**config.mk**
```make
export PLATFORM = sky130hd
export DESIGN_NAME = pvp_match_engine
export DESIGN_NICKNAME = d
export VERILOG_FILES = /design/src/rtl/gm_pkg.sv /design/src/rtl/grid_line_checker.sv /design/src/rtl/pvp_match_engine.sv
export SDC_FILE = /design/constraint.sdc
export NUM_CORES = 1
export LEC_CHECK = 0
export CAP_MARGIN = 15
export CORE_ASPECT_RATIO = 1.2
export CORE_MARGIN = 3
export CORE_UTILIZATION = 49
export DETAILED_ROUTE_END_ITERATION = 8
export GPL_TIMING_DRIVEN = 1
export PLACE_DENSITY_LB_ADDON = 0.15
export SYNTH_ARGS = -nofsm -noshare
export SYNTH_HDL_FRONTEND = slang
export SYNTH_HIERARCHICAL = 1
export SYNTH_SLANG_ARGS = --single-unit
```
**constraint.sdc**
```tcl
create_clock -name clk -period 4 [get_ports clk]
set_input_delay 0.6 -clock clk [delete_from_list [all_inputs] [get_ports clk]]
set_output_delay 0.6 -clock clk [all_outputs]
set_load 0.01 [all_outputs]
```
**src/rtl/gm_pkg.sv**
```systemverilog
// Shared codes and helpers for the player-vs-player tic-tac-toe match engine.
// Cell, round-status and FSM encodings plus the cursor navigation rule.
package gm_pkg;

   typedef enum logic [1:0] {
      ONGOING = 2'b00,
      X_WIN   = 2'b01,
      O_WIN   = 2'b10,
      DRAW    = 2'b11
   } status_t;

   typedef enum logic [1:0] {
      EMPTY  = 2'b00,
      MARK_X = 2'b01,
      MARK_O = 2'b10
   } cell_t;

   typedef enum logic [1:0] {
      PLAY       = 2'd0,
      CHECK      = 2'd1,
      ROUND_OVER = 2'd2,
      MATCH_OVER = 2'd3
   } state_t;

   localparam logic [3:0] CURSOR_HOME = 4'd4;

   // Only the highest-priority pulse moves the cursor; wraps stay inside the row/column.
   function automatic logic [3:0] cursor_step(input logic [3:0] cur, input logic up,
                                              input logic down, input logic left,
                                              input logic right);
      logic [3:0] col;
      logic [3:0] nxt;
      col = cur % 4'd3;
      nxt = cur;
      if (up)
         nxt = (cur < 4'd3) ? cur + 4'd6 : cur - 4'd3;
      else if (down)
         nxt = (cur >= 4'd6) ? cur - 4'd6 : cur + 4'd3;
      else if (left)
         nxt = (col == 4'd0) ? cur + 4'd2 : cur - 4'd1;
      else if (right)
         nxt = (col == 4'd2) ? cur - 4'd2 : cur + 4'd1;
      return nxt;
   endfunction

endpackage

```
**src/rtl/grid_line_checker.sv**
```systemverilog
// Combinational board evaluation: three-in-a-row for either mark, and board-full.
module grid_line_checker
   import gm_pkg::*;
(
   input  logic [17:0] board,
   output logic        x_win,
   output logic        o_win,
   output logic        full
);

   function automatic logic line_of(input logic [17:0] b, input int unsigned a,
                                    input int unsigned c, input int unsigned d,
                                    input cell_t m);
      return (b[2*a +: 2] == m) && (b[2*c +: 2] == m) && (b[2*d +: 2] == m);
   endfunction

   function automatic logic any_line(input logic [17:0] b, input cell_t m);
      return line_of(b, 0, 1, 2, m) | line_of(b, 3, 4, 5, m) | line_of(b, 6, 7, 8, m) |
             line_of(b, 0, 3, 6, m) | line_of(b, 1, 4, 7, m) | line_of(b, 2, 5, 8, m) |
             line_of(b, 0, 4, 8, m) | line_of(b, 2, 4, 6, m);
   endfunction

   always_comb begin
      x_win = any_line(board, MARK_X);
      o_win = any_line(board, MARK_O);
      full  = 1'b1;
      for (int unsigned i = 0; i < 9; i++) begin
         if (board[2*i +: 2] == EMPTY) full = 1'b0;
      end
   end

endmodule

```
**src/rtl/pvp_match_engine.sv**
```systemverilog
// Two-player tic-tac-toe match controller: cursor/placement, round evaluation,
// score keeping and best-of match resolution.
module pvp_match_engine
   import gm_pkg::*;
#(
   parameter int unsigned WIN_TARGET = 3,
   parameter int unsigned MAX_ROUNDS = 5
) (
   input  logic        clk,
   input  logic        general_reset,
   input  logic        grid_reset_flag,
   input  logic        enable,
   input  logic        mv_up,
   input  logic        mv_down,
   input  logic        mv_left,
   input  logic        mv_right,
   input  logic        place,
   output logic [17:0] board,
   output logic [3:0]  cursor,
   output logic        turn,
   output logic [2:0]  score_x,
   output logic [2:0]  score_o,
   output logic [1:0]  pvp_game_status,
   output logic [1:0]  pvp_game_status_final
);

   localparam logic [2:0] LP_WIN    = 3'(WIN_TARGET);
   localparam logic [3:0] LP_ROUNDS = 4'(MAX_ROUNDS);

   state_t      r_state, w_next_state;
   logic [17:0] r_board;
   logic [3:0]  r_cursor;
   logic        r_turn, r_starter;
   logic [2:0]  r_score_x, r_score_o;
   logic [3:0]  r_rounds;
   status_t     r_status, r_final;

   logic        w_x_win, w_o_win, w_full;
   logic        w_cursor_empty, w_place_ok, w_grid_clear;
   logic        w_win, w_round_end, w_target_hit, w_match_end;
   logic [2:0]  w_sx_next, w_so_next;
   logic [3:0]  w_rounds_next;
   cell_t       w_mark;
   status_t     w_final;

   grid_line_checker u_checker (
      .board (r_board),
      .x_win (w_x_win),
      .o_win (w_o_win),
      .full  (w_full)
   );

   always_comb begin
      w_cursor_empty = 1'b0;
      for (int unsigned i = 0; i < 9; i++) begin
         if (r_cursor == 4'(i)) w_cursor_empty = (r_board[2*i +: 2] == EMPTY);
      end
      w_mark        = r_turn ? MARK_O : MARK_X;
      w_grid_clear  = grid_reset_flag && (r_state != MATCH_OVER);
      w_place_ok    = (r_state == PLAY) && enable && place && w_cursor_empty;
      // Only the player who just moved can have completed a line.
      w_win         = r_turn ? w_o_win : w_x_win;
      w_round_end   = (r_state == CHECK) && (w_win || w_full);
      w_sx_next     = (w_win && !r_turn && r_score_x < LP_WIN) ? r_score_x + 3'd1 : r_score_x;
      w_so_next     = (w_win &&  r_turn && r_score_o < LP_WIN) ? r_score_o + 3'd1 : r_score_o;
      w_rounds_next = (r_rounds < LP_ROUNDS) ? r_rounds + 4'd1 : r_rounds;
      w_target_hit  = w_win && ((r_turn ? w_so_next : w_sx_next) == LP_WIN);
      w_match_end   = w_round_end && (w_target_hit || (w_rounds_next == LP_ROUNDS));
      if (w_target_hit)             w_final = r_turn ? O_WIN : X_WIN;
      else if (w_sx_next > w_so_next) w_final = X_WIN;
      else if (w_so_next > w_sx_next) w_final = O_WIN;
      else                          w_final = DRAW;
   end

   always_ff @(posedge clk) begin
      if (general_reset) r_state <= PLAY;
      else               r_state <= w_next_state;
   end

   always_comb begin
      w_next_state = r_state;
      if (w_grid_clear) begin
         w_next_state = PLAY;
      end else begin
         case (r_state)
            PLAY:    if (w_place_ok) w_next_state = CHECK;
            CHECK: begin
               if (w_match_end)      w_next_state = MATCH_OVER;
               else if (w_round_end) w_next_state = ROUND_OVER;
               else                  w_next_state = PLAY;
            end
            default: w_next_state = r_state;
         endcase
      end
   end

   always_ff @(posedge clk) begin
      if (general_reset) begin
         r_board   <= '0;
         r_cursor  <= CURSOR_HOME;
         r_turn    <= 1'b0;
         r_starter <= 1'b0;
         r_score_x <= '0;
         r_score_o <= '0;
         r_rounds  <= '0;
         r_status  <= ONGOING;
         r_final   <= ONGOING;
      end else if (w_grid_clear) begin
         r_board  <= '0;
         r_cursor <= CURSOR_HOME;
         r_status <= ONGOING;
         // Starter alternates once per finished round; later cycles see ONGOING.
         if (r_status != ONGOING) begin
            r_starter <= ~r_starter;
            r_turn    <= ~r_starter;
         end else begin
            r_turn <= r_starter;
         end
      end else if (r_state == PLAY) begin
         if (w_place_ok) begin
            for (int unsigned i = 0; i < 9; i++) begin
               if (r_cursor == 4'(i)) r_board[2*i +: 2] <= w_mark;
            end
         end else if (enable && !place) begin
            r_cursor <= cursor_step(r_cursor, mv_up, mv_down, mv_left, mv_right);
         end
      end else if (r_state == CHECK) begin
         if (w_round_end) begin
            r_status  <= w_win ? (r_turn ? O_WIN : X_WIN) : DRAW;
            r_score_x <= w_sx_next;
            r_score_o <= w_so_next;
            r_rounds  <= w_rounds_next;
            if (w_match_end) r_final <= w_final;
         end else begin
            r_turn <= ~r_turn;
         end
      end
   end

   always_comb begin
      board                 = r_board;
      cursor                = r_cursor;
      turn                  = r_turn;
      score_x               = r_score_x;
      score_o               = r_score_o;
      pvp_game_status       = r_status;
      pvp_game_status_final = r_final;
   end

endmodule

```
; Word level (Yosys, flattened, before mapping)
; Cells that the tools add are included.
[word_totals]
wordCells = 215
regBits = 40
ramBits = 0
n_memories = 0
in_bits = 9
out_inout_bits = 33
latchBits = 0
rom_bits = 0
[classes]
div = 1
shift = 0
addsub = 11
multipliers = 0
eq_ne = 34
n_lt_le_gt_ge = 7
n_reduce_logical = 80
bitwise_logic = 19
mux = 45
[op_table]
columns = cell, count
row1 = $logic_and A1 B1 Y1, 44
row2 = $mux W4, 9
row3 = $reduce_and A3 Y1, 11
row4 = $mux W1, 25
row5 = $eq A2 B1 Y1 const B, 10
row6 = $eq A4 B3 Y1 const B, 5
row7 = $logic_not A2 Y1, 10
row8 = $eq A2 B2 Y1 const B, 9
row9 = $mux W2, 7
row10 = $or A1 B1 Y1, 14
row11 = $eq A4 B2 Y1 const B, 3
row12 = $mux W3, 3
row13 = $add A4 B1 Y4 const B, 2
row14 = $add A4 B2 Y4 const B, 2
row15 = $logic_not A4 Y1, 2
row16 = $ne A2 B2 Y1 const B, 4
row17 = $reduce_and A4 Y1, 2
row18 = $sub A4 B2 Y4 const B, 2
row19 = $add A3 B1 Y3 const B, 2
row20 = $gt A3 B3 Y1, 2
row21 = $lt A3 B2 Y1 const B, 2
row22 = $reduce_bool A2 Y1, 3
row23 = $not A1 Y1, 5
row24 = $reduce_and A5 Y1, 1
row25 = 16 further kinds, 18

; Longest topological paths before layout
; Gate-level depths: netlist of run 1.
[depth]
word_depth = 21
depth_mapped = 18
mapped_depth_nobuf = 16

; Modules after synthesis
; The synthesis of run 1 kept the hierarchy.
[modules_own_cells]
columns = mod, cells_per_inst, n_inst, area_each_um2
row1 = pvp_match_engine, 361, 1, 2824.0
row2 = grid_line_checker, 41, 1, 330.3

; Worst setup path before layout of run 1
; No wires, ideal clock.
[synth_timing]
kind = register to register
startpoint = register r_cursor[1] (netlist: cursor[1])
endpoint = register r_cursor[3] (netlist: cursor[3])
path_buffers = 2
t_arrival_ns = 3.543
period_less_slack_ns = 3.631
stages_incl_launch_ff = 19
setup_ns = 0.088
setup_slack_ns = 0.369
cell_sequence = dfxtp_1 buf_2 inv_1 ha_1 o21ai_0 nand2_1 ha_1 buf_6 nand2_1 xnor2_1 ha_1 nand2b_1 o32a_1 nor4_2 o31ai_2 nor2_4 mux2i_1 o2111a_1 a311oi_2
[synth_between]
elab_chain_cells = 13
elab_cells_between_ends = 42
cone_classes = add/sub (8) / div (1) / order compare (2) / eq/ne (9) / mux (17) / bitwise (1) / reduce/logical (4)
[synth_rtl]
columns = item, line
row1 = "start, declared", pvp_match_engine.sv:32  ; logic [3:0] r_cursor;
row2 = "start signal, assigned", pvp_match_engine.sv:125  ; r_cursor <= cursor_step(r_cursor, mv_up, mv_down, mv_left, mv_right);
row3 = branches (longest 13 deep; another with $mod A4 B2 Y4), --
; Parallel ways; which one is timed is not known. The select of a mux whose other input is x is not followed.
; A chain may end at the register's enable or synchronous reset.

; Worst setup path after layout of run 1
[layout_timing]
startpoint = register r_cursor[2] (netlist: cursor[2])
endpoint = register r_cursor[3] (netlist: cursor[3])
; The elaborated chain is that of the path after synthesis.

==> impl_metrics.ini, run 1 <==
[critical_path]
cp-startpoint = cursor[2]
reg2reg_from = cursor[2]
worstSetupStartpointType = flop
worstPathArrival_ns = 3.79
end_kind = flop
cp_max_fo = 10
crit_required_ns = 4.16
critPathKind = flop to flop

[logic_synthesis]
synthFlopType = dfxtp_1
syn_avg_cell_area_um2 = 7.85
synth_area_leaders = dfxtp_1 (25%), ha_1 (7.5%), o21ai_0 (5.4%)
syn_nets = 430
ys_types = 66
synth_top_area_share_pct = 25.4
async_flop_share_pct = 0
yosysTopAreaCell = dfxtp_1
synth_cells = 402
netlist_area_um2 = 3150
synth_seq_cells = 40
synth-warning-count = 6
synth_edf_count = 0
seq_area_frac_synth_pct = 25.4

[placed_design]
portBuffers = 41
hpwl_mm = 6.35
gp_congestion = 0.901
dpl_worst_slack_ns = 0.299
dpl_cell_area_um2 = 3630

[clock_tree]
clk_latency_ns = 0.29
clk_pin_slew_worst_paths_ns = 0.08
postCtsSetupBuffers = 0
cts_resized = 0
tritoncts = done
cts_buffer_depth = 2
cts_hold_buf = 0
cts_sinks = 40
cts_htree_levels = 2
numCtsBuffers = 5
cts_root_buf = clkbuf_8

[die]
die_x_um = 79.2
rows = 31
ios = 42
die_y_um = 93.9
die_area_um2 = 7440
core_um2 = 6130
initial_core_util_pct = 51.5

[global_routing]
grt.total_usage_pct = 24.4
antenna_found_initial = 0
grt_pass1_wl_mm = 14.9
first_global_vias = 3110
grt-ovfl-total = 0
grt_max_degree = 19

[sta]
rsz0062_at_grt = no
final-hold-violation-count = 0
finalWorstSetupSlack_ns = 0.376
fin_crit_ns = 3.62
fin_crit_sh_pct = 90.6
whs_ns = 0.499
finalSetupTns_ns = 0
setup_viol = 0
slew_headroom_pct = 42.9
worst_clock_skew_ns = 0.00560
maxSlewViolCount = 0
fmax_ghz = 0.276
tightest_slew_ns = 0.853

[detailed_routing]
vias_per_cell = 6.23
routed_wl_mm = 8.67
drt-initial-drc-count = 185
avgRoutedWirePerCell_um = 16.5
first_pass_iters = 5
antenna_left = 0
route.detailed.drc = 0
num_vias = 3263

[finish]
drive_gt1_share_pct = 9.05
final_nets = 470
n_antenna_cell = 0
area_delta_synth_final_pct = 19.9
finalInstanceArea_um2 = 3780

[job]
maxCapViolations = 0

[min_path]
holdCritStartpoint = pvp_game_status_final[0]
hold_class = flop to flop

[power_and_ir_drop]
cellPowerDensity_nw_per_um2 = 248
power_leakage_nw = 1.34
ir_drop_uv = 155

[outcome]
status = complete, no violations
cell usage after synthesis (3+ instances only):
cell type,number
a22oi_1,5
mux2i_1,8
clkbuf_1,9
o211a_1,3
nor4b_1,5
or3_1,5
nand3b_1,5
dfxtp_1,40
nor3_1,10
a211oi_1,4
o22ai_1,5
xor2_1,3
inv_1,16
nand4_1,7
nor4bb_1,11
nand3_1,19
nand2_1,30
and4bb_2,5
o211ai_1,3
o21ai_0,34
a21oi_1,25
xnor2_1,6
ha_1,19
nor2_1,45
a31oi_1,4
nand2b_1,5
and2_1,3
nor2b_1,10
buf_6,4
a311oi_1,3
worst max-delay path, stage by stage, from the launching register on:
cell and delay (ns):
dfxtp_1 0.48, nor2b_4 0.33, ha_1 0.28, inv_1 0.06
ha_1 0.29, nand2_1 0.13, xnor2_1 0.07, ha_1 0.25
nand2b_1 0.18, o32a_1 0.24, nor4_4 0.31, o31ai_4 0.13
nor2_4 0.15, mux2i_1 0.29, o2111a_1 0.25, a311oi_2 0.05
layout make-up:
type,instances,area [µm²]
Inverter,16,60.1
Clock buffer,5,68.8
Sequential cell,40,801
Timing Repair Buffer,48,463
Tap cell,82,103
Multi-Input combinational cell,331,2230
Clock inverter,2,60.1
Fill cell,577,2350
metal layers:
layer	share of wire (%)	global-route usage [%]	wire length [µm]
met3	4.9	3.93	423
met2	50	43.5	4310
met4	1.7	5.87	149
met5	0	0	0
met1	44	30.5	3790
sequential cells by signal, summed over array words and instances (netlist names), 2 cells and up:
signal / count
score_o: 3
score_x: 3
pvp_game_status_final: 2
board: 18
r_rounds: 4
r_state: 2
cursor: 4
pvp_game_status: 2
power by group:
part	internal [W]	switching, W
clock	0.000246	0.000145
combinational	0.0000592	0.0000841
sequential	0.000400	0.00000450
final timing paths:
| path | end | slack [ns] | cells after the start |
|---|---|---|---|
| worst max-delay path | cursor[3] | 0.38 | 15 |
| worst min-delay path | pvp_game_status_final[0] | 0.50 | 2 |
| worst max register to register | cursor[3] | 0.38 | 15 |
| worst min register to register | pvp_game_status_final[0] | 0.50 | 2 |
kinds of logic after synthesis:
logic type / share of synthesized area, %
AOI/OAI and AO/OA: 25.0
xor gates and xnor gates: 2.50
adders and majority gates: 7.54
buffers and inverters: 4.72
DFF: 25.4
muxes: 2.90
and+or+nand+nor: 32.0
cell usage in the layout (no fill, tap or decap), drive strengths merged, types with 11 or more instances in the layout:
cell type / n
nand2: 30
nor2: 46
inv: 16
nor4bb: 11
o21ai: 34
dfxtp: 40
ha: 19
clkdlybuf4s50: 41
nand3: 19
nor2b: 12
a21oi: 26
nor3: 11
per-stage QoR:
stage               cells  util, %  total power (W)
floorplan             402        -         0.000513
global placement      517     59.2         0.000549
detailed placement    517     59.2         0.000551
CTS                   524     61.4         0.000938
global route          524     61.7         0.000976
finish                524     61.7         0.000939
Power figures use the tool's default switching activity.
==> inputs of run 2 (changes only) <==
CTS_BUF_LIST = sky130_fd_sc_hd__clkbuf_2 sky130_fd_sc_hd__clkbuf_4 sky130_fd_sc_hd__clkbuf_8   (was default)
==> results of run 2 <==
No change in the layout: final DEF, timing and power equal those of run 1.
==> inputs of run 3 (changes only) <==
CTS_CLUSTER_DIAMETER = 100   (was default)
PLACE_DENSITY = 0.72   (was default)
PLACE_DENSITY_LB_ADDON = default   (was 0.15)
==> run 3 against run 2 <==
Against the previous run:
- largest cell class unchanged
- wire length rose by 1.9%
- utilization is 0.14 points lower
- maximum frequency is 3.9% lower
- highest routed layer unchanged
- global-route usage down 0.24 points
- largest power group unchanged
- worst hold slack gained 0.0037 ns
- die area is the same
- critical path depth increased by 1
- design area is 0.23% lower
- clock skew up 0.0013 ns
- via count down 0.86%
- critical endpoint unchanged
- combinational power hardly changed
==> impl_metrics.ini, run 3 (synthesis results as in run 1) <==
[outcome]
status = complete, no violations

[detailed_routing]
highest_layer = met4
num_vias = 3235
vias_per_cell = 6.15
avgRoutedWirePerCell_um = 16.8
met1_length_mm = 3.79
route.detailed.drc = 0
routed_wl_mm = 8.83
antenna_left = 0
route.met3.wl_um = 437
drt-initial-drc-count = 138
first_pass_iters = 4
dr_wl_met2_mm = 4.45

[global_routing]
grt_pass1_wl_mm = 14.5
first_global_vias = 3055
grt.total_usage_pct = 24.2
grt-ovfl-total = 0
antenna_found_initial = 0
grt_max_degree = 21

[die]
die_y_um = 93.9
die_x_um = 79.2
ios = 42
rows = 31
core_um2 = 6130
die_area_um2 = 7440
initial_core_util_pct = 51.5

[min_path]
hold_class = flop to flop

[sta]
final-hold-violation-count = 0
fin_crit_sh_pct = 94.2
fmax_ghz = 0.265
worst_clock_skew_ns = 0.00691
finalWorstSetupSlack_ns = 0.230
finalSetupTns_ns = 0
setup_viol = 0
slew_headroom_pct = 60.9
fin_crit_ns = 3.77
whs_ns = 0.503
tightest_slew_ns = 0.585
maxSlewViolCount = 0

[critical_path]
reg2reg_depth = 16
crit_end = cursor[3]
reg2reg_from = cursor[1]
rr_endpoint = cursor[3]
worstPathArrival_ns = 3.98
end_kind = flop
cp-startpoint = cursor[1]
rrSetupSlack_ns = 0.23
worstSetupStartpointType = flop
cp_max_fo = 10
crit_required_ns = 4.21
critPathKind = flop to flop

[clock_tree]
cts_sinks = 40
tritoncts = done
clk_latency_ns = 0.30
postCtsSetupBuffers = 0
cts_htree_levels = 2
numCtsBuffers = 5
cts_root_buf = clkbuf_8
cts_buffer_depth = 2
clk_pin_slew_worst_paths_ns = 0.08

[finish]
largest_reg_flops = 18
area_delta_synth_final_pct = 19.6
final_util_pct = 61.6
final_nets = 471
layout.cells.most_common = nor2_1
final_cell_mix = nor2_1 (45), clkdlybuf4s50_1 (41), dfxtp_1 (38)
drive_gt1_share_pct = 9.46
fillers = 593
n_antenna_cell = 0

[power_and_ir_drop]
fin_total_pwr_w = 0.000903
ir_drop_uv = 165
cellPowerDensity_nw_per_um2 = 239
power_leakage_nw = 1.34

[job]
maxCapViolations = 0

[placed_design]
gp_congestion = 0.895
hpwl_mm = 6.42
portBuffers = 41
dpl_worst_slack_ns = 0.186
[run 3: area by class of cell]
class | instances | area [µm²] | share of cell area, %
Multi-Input combinational cell | 331 | 2220 | 58.7
Sequential cell | 40 | 803 | 21.3
Timing Repair Buffer | 49 | 470 | 12.5
Tap cell | 82 | 103 | 2.72
Clock buffer | 6 | 82.6 | 2.19
Inverter | 16 | 60.1 | 1.59
Clock inverter | 2 | 38.8 | 1.03
[run 3: critical path, stage by stage (launching register included)]
cell	delay, ns
dfxtp_2	0.44
inv_1	0.09
ha_1	0.23
o21ai_0	0.26
nand2_1	0.10
ha_1	0.31
nand2_1	0.14
xnor2_1	0.07
ha_1	0.25
nand2b_1	0.21
o32a_1	0.22
nor4_2	0.35
o31ai_4	0.14
nor2_4	0.16
mux2i_1	0.33
xnor2_1	0.13
a311oi_2	0.24
[run 3: worst min path at each step]
stage	slack (ns)	endpoint	startpoint	cells after the start
floorplan	0.48	r_rounds[3]	r_rounds[3]	1
global placement	0.49	pvp_game_status_final[1]	pvp_game_status_final[1]	2
detailed placement	0.50	pvp_game_status_final[1]	pvp_game_status_final[1]	2
CTS	0.51	pvp_game_status_final[1]	pvp_game_status_final[1]	2
global route	0.55	r_rounds[1]	r_rounds[1]	2
finish	0.50	pvp_game_status_final[1]	pvp_game_status_final[1]	2
[run 3: stage by stage]
step,std cells,area [µm²]
2_1_floorplan,402,3150
3_3_place_gp,518,3640
3_5_place_dp,518,3640
4_1_cts,526,3760
5_1_grt,526,3770
6_report,526,3770
[run 3: what timing repair did]
item | in CTS | in global routing
hold buffers | 0 | 0
resized for setup | 0 | 4
endpoints found under the setup margin | 0 | 4
[run 3: power by group]
part / switching [W] / leakage, nW / internal (W)
Combinational: 0.0000833 / 0.958 / 0.0000589
Clock: 0.000151 / 0.0614 / 0.000204
Sequential: 0.00000555 / 0.322 / 0.000400
[run 3: routing by layer]
metal,vias to the layer above,track usage (%)
met4,0,8.45
li1,1589,-
met3,13,3.45
met1,1530,29.8
met5,-,0
met2,103,42.6
